--- src/rtl/clz_clo_seq_pkg.sv ---
// Shared EX-stage definitions for the sequential leading-bit counter:
// FSM encoding, widths and the byte-full constant.
package clz_clo_seq_pkg;

  localparam int WORD_W     = 32;
  localparam int BYTE_W     = 8;
  localparam int RESULT_W   = 6;
  localparam int BYTE_CNT_W = 4;

  localparam logic [BYTE_CNT_W-1:0] BYTE_FULL = 4'd8;

  typedef enum logic {
    IDLE = 1'b0,
    SCAN = 1'b1
  } state_e;

endpackage

--- src/rtl/clz_clo_seq_count_bit_byte.sv ---
// Combinational leading-bit counter for one byte: leading zeros, or leading
// ones when op_clo is set. Output is 0..8.
module count_bit_byte
  import clz_clo_seq_pkg::*;
(
  input  logic [BYTE_W-1:0]     byte_in,
  input  logic                  op_clo,
  output logic [BYTE_CNT_W-1:0] cnt
);

  logic [BYTE_W-1:0] scan_val;

  // Counting leading ones is counting leading zeros of the inverted byte.
  // The highest set bit is the last match in the LSB-to-MSB loop.
  always_comb begin
    scan_val = op_clo ? ~byte_in : byte_in;
    cnt      = BYTE_FULL;
    for (int i = 0; i < BYTE_W; i++) begin
      if (scan_val[i]) cnt = BYTE_CNT_W'(BYTE_W - 1 - i);
    end
  end

endmodule

--- src/rtl/clz_clo_seq.sv ---
// Multi-cycle CLZ/CLO unit: scans the latched word one byte per cycle from
// the MSB byte, stopping at the first non-full byte or after the last byte.
module clz_clo_seq
  import clz_clo_seq_pkg::*;
(
  input  logic                clk,
  input  logic                rst_n,
  input  logic                start,
  input  logic                op_clo,
  input  logic [WORD_W-1:0]   operand,
  input  logic                flush,
  output logic                busy,
  output logic                done,
  output logic [RESULT_W-1:0] result
);

  state_e                state_q, state_d;
  logic [WORD_W-1:0]     opnd_q;
  logic                  clo_q;
  logic [RESULT_W-1:0]   acc_q;
  logic [1:0]            idx_q;
  logic [BYTE_W-1:0]     byte_sel;
  logic [BYTE_CNT_W-1:0] cnt;
  logic [RESULT_W-1:0]   sum;
  logic                  accept;
  logic                  advance;
  logic                  finish;

  always_comb begin
    byte_sel = opnd_q[7:0];
    case (idx_q)
      2'd3:    byte_sel = opnd_q[31:24];
      2'd2:    byte_sel = opnd_q[23:16];
      2'd1:    byte_sel = opnd_q[15:8];
      default: byte_sel = opnd_q[7:0];
    endcase
  end

  count_bit_byte u_count (
    .byte_in (byte_sel),
    .op_clo  (clo_q),
    .cnt     (cnt)
  );

  // acc_q is at most 24 here, so acc + 8 stays within 6 bits (max 32).
  assign sum = acc_q + {{(RESULT_W-BYTE_CNT_W){1'b0}}, cnt};

  assign accept  = (state_q == IDLE) && start && !flush;
  assign advance = (state_q == SCAN) && !flush && (cnt == BYTE_FULL) && (idx_q != 2'd0);
  assign finish  = (state_q == SCAN) && !flush && !((cnt == BYTE_FULL) && (idx_q != 2'd0));

  always_comb begin
    state_d = state_q;
    case (state_q)
      IDLE: if (accept) state_d = SCAN;
      SCAN: if (flush || finish) state_d = IDLE;
      default: state_d = IDLE;
    endcase
  end

  always_ff @(posedge clk or negedge rst_n) begin
    if (!rst_n) state_q <= IDLE;
    else        state_q <= state_d;
  end

  always_ff @(posedge clk or negedge rst_n) begin
    if (!rst_n) begin
      opnd_q <= '0;
      clo_q  <= 1'b0;
      acc_q  <= '0;
      idx_q  <= 2'd3;
      result <= '0;
      done   <= 1'b0;
    end else begin
      done <= 1'b0;
      if (accept) begin
        opnd_q <= operand;
        clo_q  <= op_clo;
        acc_q  <= '0;
        idx_q  <= 2'd3;
      end else if (advance) begin
        acc_q <= acc_q + {{(RESULT_W-BYTE_CNT_W){1'b0}}, BYTE_FULL};
        idx_q <= idx_q - 2'd1;
      end else if (finish) begin
        result <= sum;
        done   <= 1'b1;
      end
    end
  end

  assign busy = (state_q == SCAN);

endmodule

--- config.mk ---
export PLATFORM = sky130hd
export DESIGN_NAME = clz_clo_seq
export DESIGN_NICKNAME = d
export VERILOG_FILES = /design/src/rtl/clz_clo_seq_pkg.sv /design/src/rtl/clz_clo_seq_count_bit_byte.sv /design/src/rtl/clz_clo_seq.sv
export SDC_FILE = /design/constraint.sdc
export NUM_CORES = 1
export LEC_CHECK = 0
export CORE_MARGIN = 2
export CORE_UTILIZATION = 41
export CTS_CLUSTER_SIZE = 25
export DETAILED_ROUTE_END_ITERATION = 10
export GPL_TIMING_DRIVEN = 0
export PLACE_DENSITY_LB_ADDON = 0.12
export REMOVE_ABC_BUFFERS = 1
export SYNTH_ARGS = -nofsm -noshare
export SYNTH_HDL_FRONTEND = slang
export SYNTH_SLANG_ARGS = --single-unit
--- constraint.sdc ---
create_clock -name clk -period 2.95 [get_ports clk]
set_input_delay 0.295 -clock clk [delete_from_list [all_inputs] [get_ports clk]]
set_output_delay 0.295 -clock clk [all_outputs]
set_load 0.005 [all_outputs]
### Word level (Yosys, flattened, before mapping)

Cells that the tools add are included.

| storage, ports and cells | value |
|---|---|
| logic and storage cells | 51 |
| input bits | 37 |
| memory bits (read-only) | 0 |
| register bits | 49 |
| latch bits | 0 |
| output and inout port bits | 8 |
| memories kept | 0 |
| bits in writable memories | 0 |

| cells by class | value |
|---|---|
| $lt $le $gt $ge | 0 |
| div/mod/pow operators | 0 |
| muxes and demuxes | 20 |
| bitwise gates (word level) | 4 |
| add/sub/neg operators | 3 |
| equality and inequality tests | 4 |
| multiply operators | 0 |
| shifts and indexed selects | 0 |
| reduce and logical (&&, ||, !) cells | 13 |

Operator list:

| cell | count |
|---|---|
| two-way mux 4 bit | 8 |
| case mux 8 bit (3 select lines) | 1 |
| two-way mux 6 bit | 2 |
| two-way mux 8 bit | 1 |
| inverter 8 bit | 1 |
| logical AND 1 bit | 7 |
| adder 6 x 4 -> 6 bit | 1 |
| adder 6 x 4 -> 6 bit (second input constant) | 1 |
| two-way mux 1 bit | 5 |
| == test 2 bit (second input constant) | 2 |
| == test 4 bit (second input constant) | 1 |
| two-way mux 2 bit | 2 |
| nonzero test 2 bit | 2 |
| inverter 1 bit | 3 |
| AND reduction 3 bit | 1 |
| == test 2 x 1 -> 1 bit (second input constant) | 1 |
| zero test 1 bit | 2 |
| case mux 1 bit (2 select lines) | 1 |
| subtractor 2 x 1 -> 2 bit (second input constant) | 1 |
| logical OR 1 bit | 1 |

### Logic depth before layout (Yosys ltp)

| logic depth | value |
|---|---|
| depth in word-level cells | 19 |
| gate-level depth with buffers | 12 |
| depth with buffers taken out | 11 |

### By module

A second synthesis with hierarchy kept.

| unflattened totals | value |
|---|---|
| cell total of the unflattened synthesis | 191 |
| area total of the unflattened synthesis | 2,270.9 um2 |

Modules (own cells, without submodules):

| module | area each (um2) | seq. area each (um2) | instances | cells each |
|---|---|---|---|---|
| clz_clo_seq | 2,089.5 | 1,153.6 | 1 | 160 |
| count_bit_byte | 181.4 | 0.0 | 1 | 31 |

### Worst setup path before layout

OpenSTA, ideal clock, no wires.

| timing path | value |
|---|---|
| kind | flip-flop to flip-flop |
| from | register idx_q[0] |
| to | register result[1] |
| cell stages (with the launch flop) | 10 |
| path buffers | 1 |
| data required time | 2.825 ns |
| data arrival time | 2.596 ns |
| library setup time | 0.125 ns |
| path slack | 0.229 ns |
| period minus slack after synthesis | 2.721 ns |
| path through | dfstp_2 -> inv_1 -> ha_1 -> clkbuf_1 -> a222oi_1 -> nand3_1 -> o311ai_2 -> and4_4 -> nor2_4 -> mux2_4 |

| on the way | value |
|---|---|
| cells in the longest elaborated chain, start to end | 17 |
| elaborated cells on any way between the ends | 24 |
| classes of those cells | 1 x add/sub; 4 x eq/ne; 10 x mux; 2 x bitwise; 7 x reduce/logical |

Ends and longest elaborated chain:

| item | line | RTL |
|---|---|---|
| start: declaration | clz_clo_seq.sv:21 | `logic [1:0] idx_q;` |
| start signal: assignment | clz_clo_seq.sv:83 | `idx_q <= idx_q - 2'd1;` |
| parallel branches: the longest is 17 deep, another holds case mux 8 bit (3 select lines) | n/a |  |
| end signal: assignment | clz_clo_seq.sv:85 | `result <= sum;` |
| end: declaration | clz_clo_seq.sv:14 | `output logic [RESULT_W-1:0] result` |

Several ways; the timed one is not identified.
A chain may end at the register's enable or synchronous reset.

### Worst setup path in the final report

| timing path | value |
|---|---|
| from | register idx_q[1] |
| to | register result[1] |

The elaborated chain is that of the path after synthesis.

==> flow_metrics.env <==
export IMPL_clock_latency_ps=300
export IMPL_period_minus_slack_ps=2745
export IMPL_drive_gt1_share_pct=21.53
export IMPL_drt_iter0_markers=144
export IMPL_synth_seq_cells=46
export IMPL_cp_max_fo=8
export IMPL_htree_levels=2
export IMPL_die_h_um=81.52
export IMPL_r2r_end="result[1]"
export IMPL_grt_max_degree=39
export IMPL_post_place_ws_ps=-90.83
export IMPL_clock_sinks=46
export IMPL_slew_headroom_pct=45.67
export IMPL_area_delta_synth_final_pct=28.24
export IMPL_clkSlewWorstSetupHoldPaths_ps=90
export IMPL_reg2reg_from="idx_q[1]"
export IMPL_power_density_nw_per_um2=571.1
export IMPL_worstSetupPathType="reg2reg"
export IMPL_ys_types=43
export IMPL_die_area_um2=6645
export IMPL_ys_seq_area_share_pct=46.83
export IMPL_ir_drop_v=0.0002473
export IMPL_gp_congestion=0.7277
export IMPL_dp_hpwl_mm=3.629
export IMPL_start_util_pct=42.11
export IMPL_synthFlopType="dfrtp_1"
export IMPL_drtAntennaViolNets=0
export IMPL_portBuffers=44
export IMPL_ys_async_sr_fraction_pct=100.0
export IMPL_crit_start="idx_q[1]"
export IMPL_grt_pass1_vias=1851
export IMPL_crit_path_end="result[1]"
export IMPL_yosys_warnings=0
export IMPL_stdcell_area_um2=3159
export IMPL_rsz0062_at_grt="false"
export IMPL_cts_tree="built"
export IMPL_rows=28
export IMPL_syn_area_um2=2464
export IMPL_track_usage_pct=17.29
export IMPL_power_mw=1.804
export IMPL_antenna_cells=0
export IMPL_cts_root_buf="clkbuf_8"
export IMPL_finalNonFillerCells=349
export IMPL_hold_class="in2async"
export IMPL_hold_slack_ps=441.7
export IMPL_start_kind="flip-flop"
export IMPL_viasPerCell=5.501
export IMPL_r2r_cells=9
export IMPL_clockBufferDepth=2
export IMPL_dp_cells=332
export IMPL_synth_edf_count=0
export IMPL_fin_crit_sh_pct=93.04
export IMPL_worst_slack_ps=205.2
export IMPL_grt_antenna_before_repair=0
export IMPL_netlist_instances=225
export IMPL_finalSetupViolations=0
export IMPL_leakage_nw=1.341
export IMPL_drc=0
export IMPL_hold_viol_final=0
export IMPL_required_ps=3140
export IMPL_final_common_cell="dfrtp_1"
export IMPL_cp_end_kind="flip-flop"
export IMPL_status="completed"
export IMPL_num_nets_final=316
export IMPL_wl_per_cell_um=14.64
export IMPL_vias=1920
export IMPL_slew_viol_final=0
export IMPL_fp_dieW_um=81.52
export IMPL_place_area_um2=2954
export IMPL_coreArea_um2=5851
export IMPL_grt_overflow=0
export IMPL_fmax_mhz=364.3
export IMPL_arrival_ps=2940
export IMPL_layout_common_cells="dfrtp_1, clkdlybuf4s50_1, mux2_2"
export IMPL_avgSynthCellArea_um2=10.95
export IMPL_wl_mm=5.108
export IMPL_drtPass1Iterations=4
export IMPL_grt_pass1_wl_mm=8.811
export IMPL_tightest_slew_ps=814.9
export IMPL_drv_cap=0
export IMPL_reg2reg_slack_ps=210
export IMPL_io_pins=45
export IMPL_numCtsBuffers=5
export IMPL_fin_skew_ps=6.530
[cell families after synthesis]
family	count (synthesis)	share of synthesized area (%)
AND/OR/NAND/NOR	66	14.88
flip-flops	46	46.83
AO/OA/AOI/OAI	50	14.83
buffers and inverters	18	3.200
other	1	0.1522
adder cells (fa/ha/maj)	6	3.047
XOR/XNOR	2	0.7112
multiplexers	36	16.35
[critical path: stages, from the launching register on]
cell and delay, ps:
dfstp_2 570, inv_1 70, ha_1 300, a222oi_1 360
buf_4 190, nor3_1 60, a211o_1 380, and4_4 250
nor2_4 140, mux2_4 310
[per-stage QoR]
| step | util (%) | setup TNS, ps |
|---|---|---|
| after floorplan | - | 0 |
| after global placement | 50.21 | -309.5 |
| after detailed placement | 50.49 | -219.5 |
| after CTS | 52.97 | 0 |
| after global routing | 54.00 | 0 |
| final | 54.00 | 0 |
[layout make-up]
cell class	count	area, um2
repair buffers	54	525.5
inverters	5	18.77
well taps	75	93.84
fillers	526	2691
clock inverters	2	37.54
multi-input cells	161	1257
clock buffers	6	72.57
flip-flops and latches	46	1154
[power by group]
group	switching (mW)	total, mW	internal (mW)
Combinational	0.217	0.509	0.292
Sequential	0.0845	0.824	0.740
Clock	0.218	0.471	0.253
[repair_timing]
action	4_1_cts	5_1_grt
pin swaps	1	6
setup endpoints to repair	4	12
hold endpoints to repair	15	0
gates resized for setup	1	3
setup buffers	2	6
hold buffers	1	0
[cells in the mapped netlist (all sizes together) (2+ instances only)]
master,n,area (um2)
nand3,13,65.06
mux2i,5,50.05
dfrtp,44,1101
ha,6,75.07
nand4,3,33.78
nor2b,2,12.51
buf,2,18.77
nor3,8,40.04
xnor2,2,17.52
a21oi,8,40.04
and3,7,43.79
clkbuf,11,41.29
a211oi,2,15.01
o311ai,4,50.05
nand2,12,45.04
nor2,9,41.29
a211o,2,17.52
dfstp,2,52.55
or3,4,25.02
inv,5,18.77
a222oi,8,80.08
a31oi,3,18.77
o21ai,15,75.07
mux2,31,352.8
nand2b,4,25.02
[how the worst min path moves through the flow]
stage | end | slack (ps) | depth (start not counted) | from
2_1_floorplan | acc_q[3] | -0.6 | 0 | rst_n
3_3_place_gp | opnd_q[13] | 490 | 1 | opnd_q[13]
3_5_place_dp | clo_q | 240 | 1 | rst_n
4_1_cts | clo_q | 450 | 2 | rst_n
5_1_grt | clo_q | 470 | 2 | rst_n
6_report | clo_q | 440 | 2 | rst_n
[flip-flops by register name, summed over array words and instances, names as in the netlist]
name	flops
acc_q	3
opnd_q	32
done	1
idx_q	2
result	6
busy	1
clo_q	1
[routing by layer]
| layer | vias up | share of wire, % | GRT usage, % |
|---|---|---|---|
| li1 | 941 | - | - |
| met1 | 932 | 49 | 24.39 |
| met2 | 43 | 46 | 26.80 |
| met3 | 4 | 4.3 | 3.626 |
| met4 | 0 | 0.88 | 5.085 |
| met5 | - | 0 | 0 |
Power figures use the tool's default switching activity.
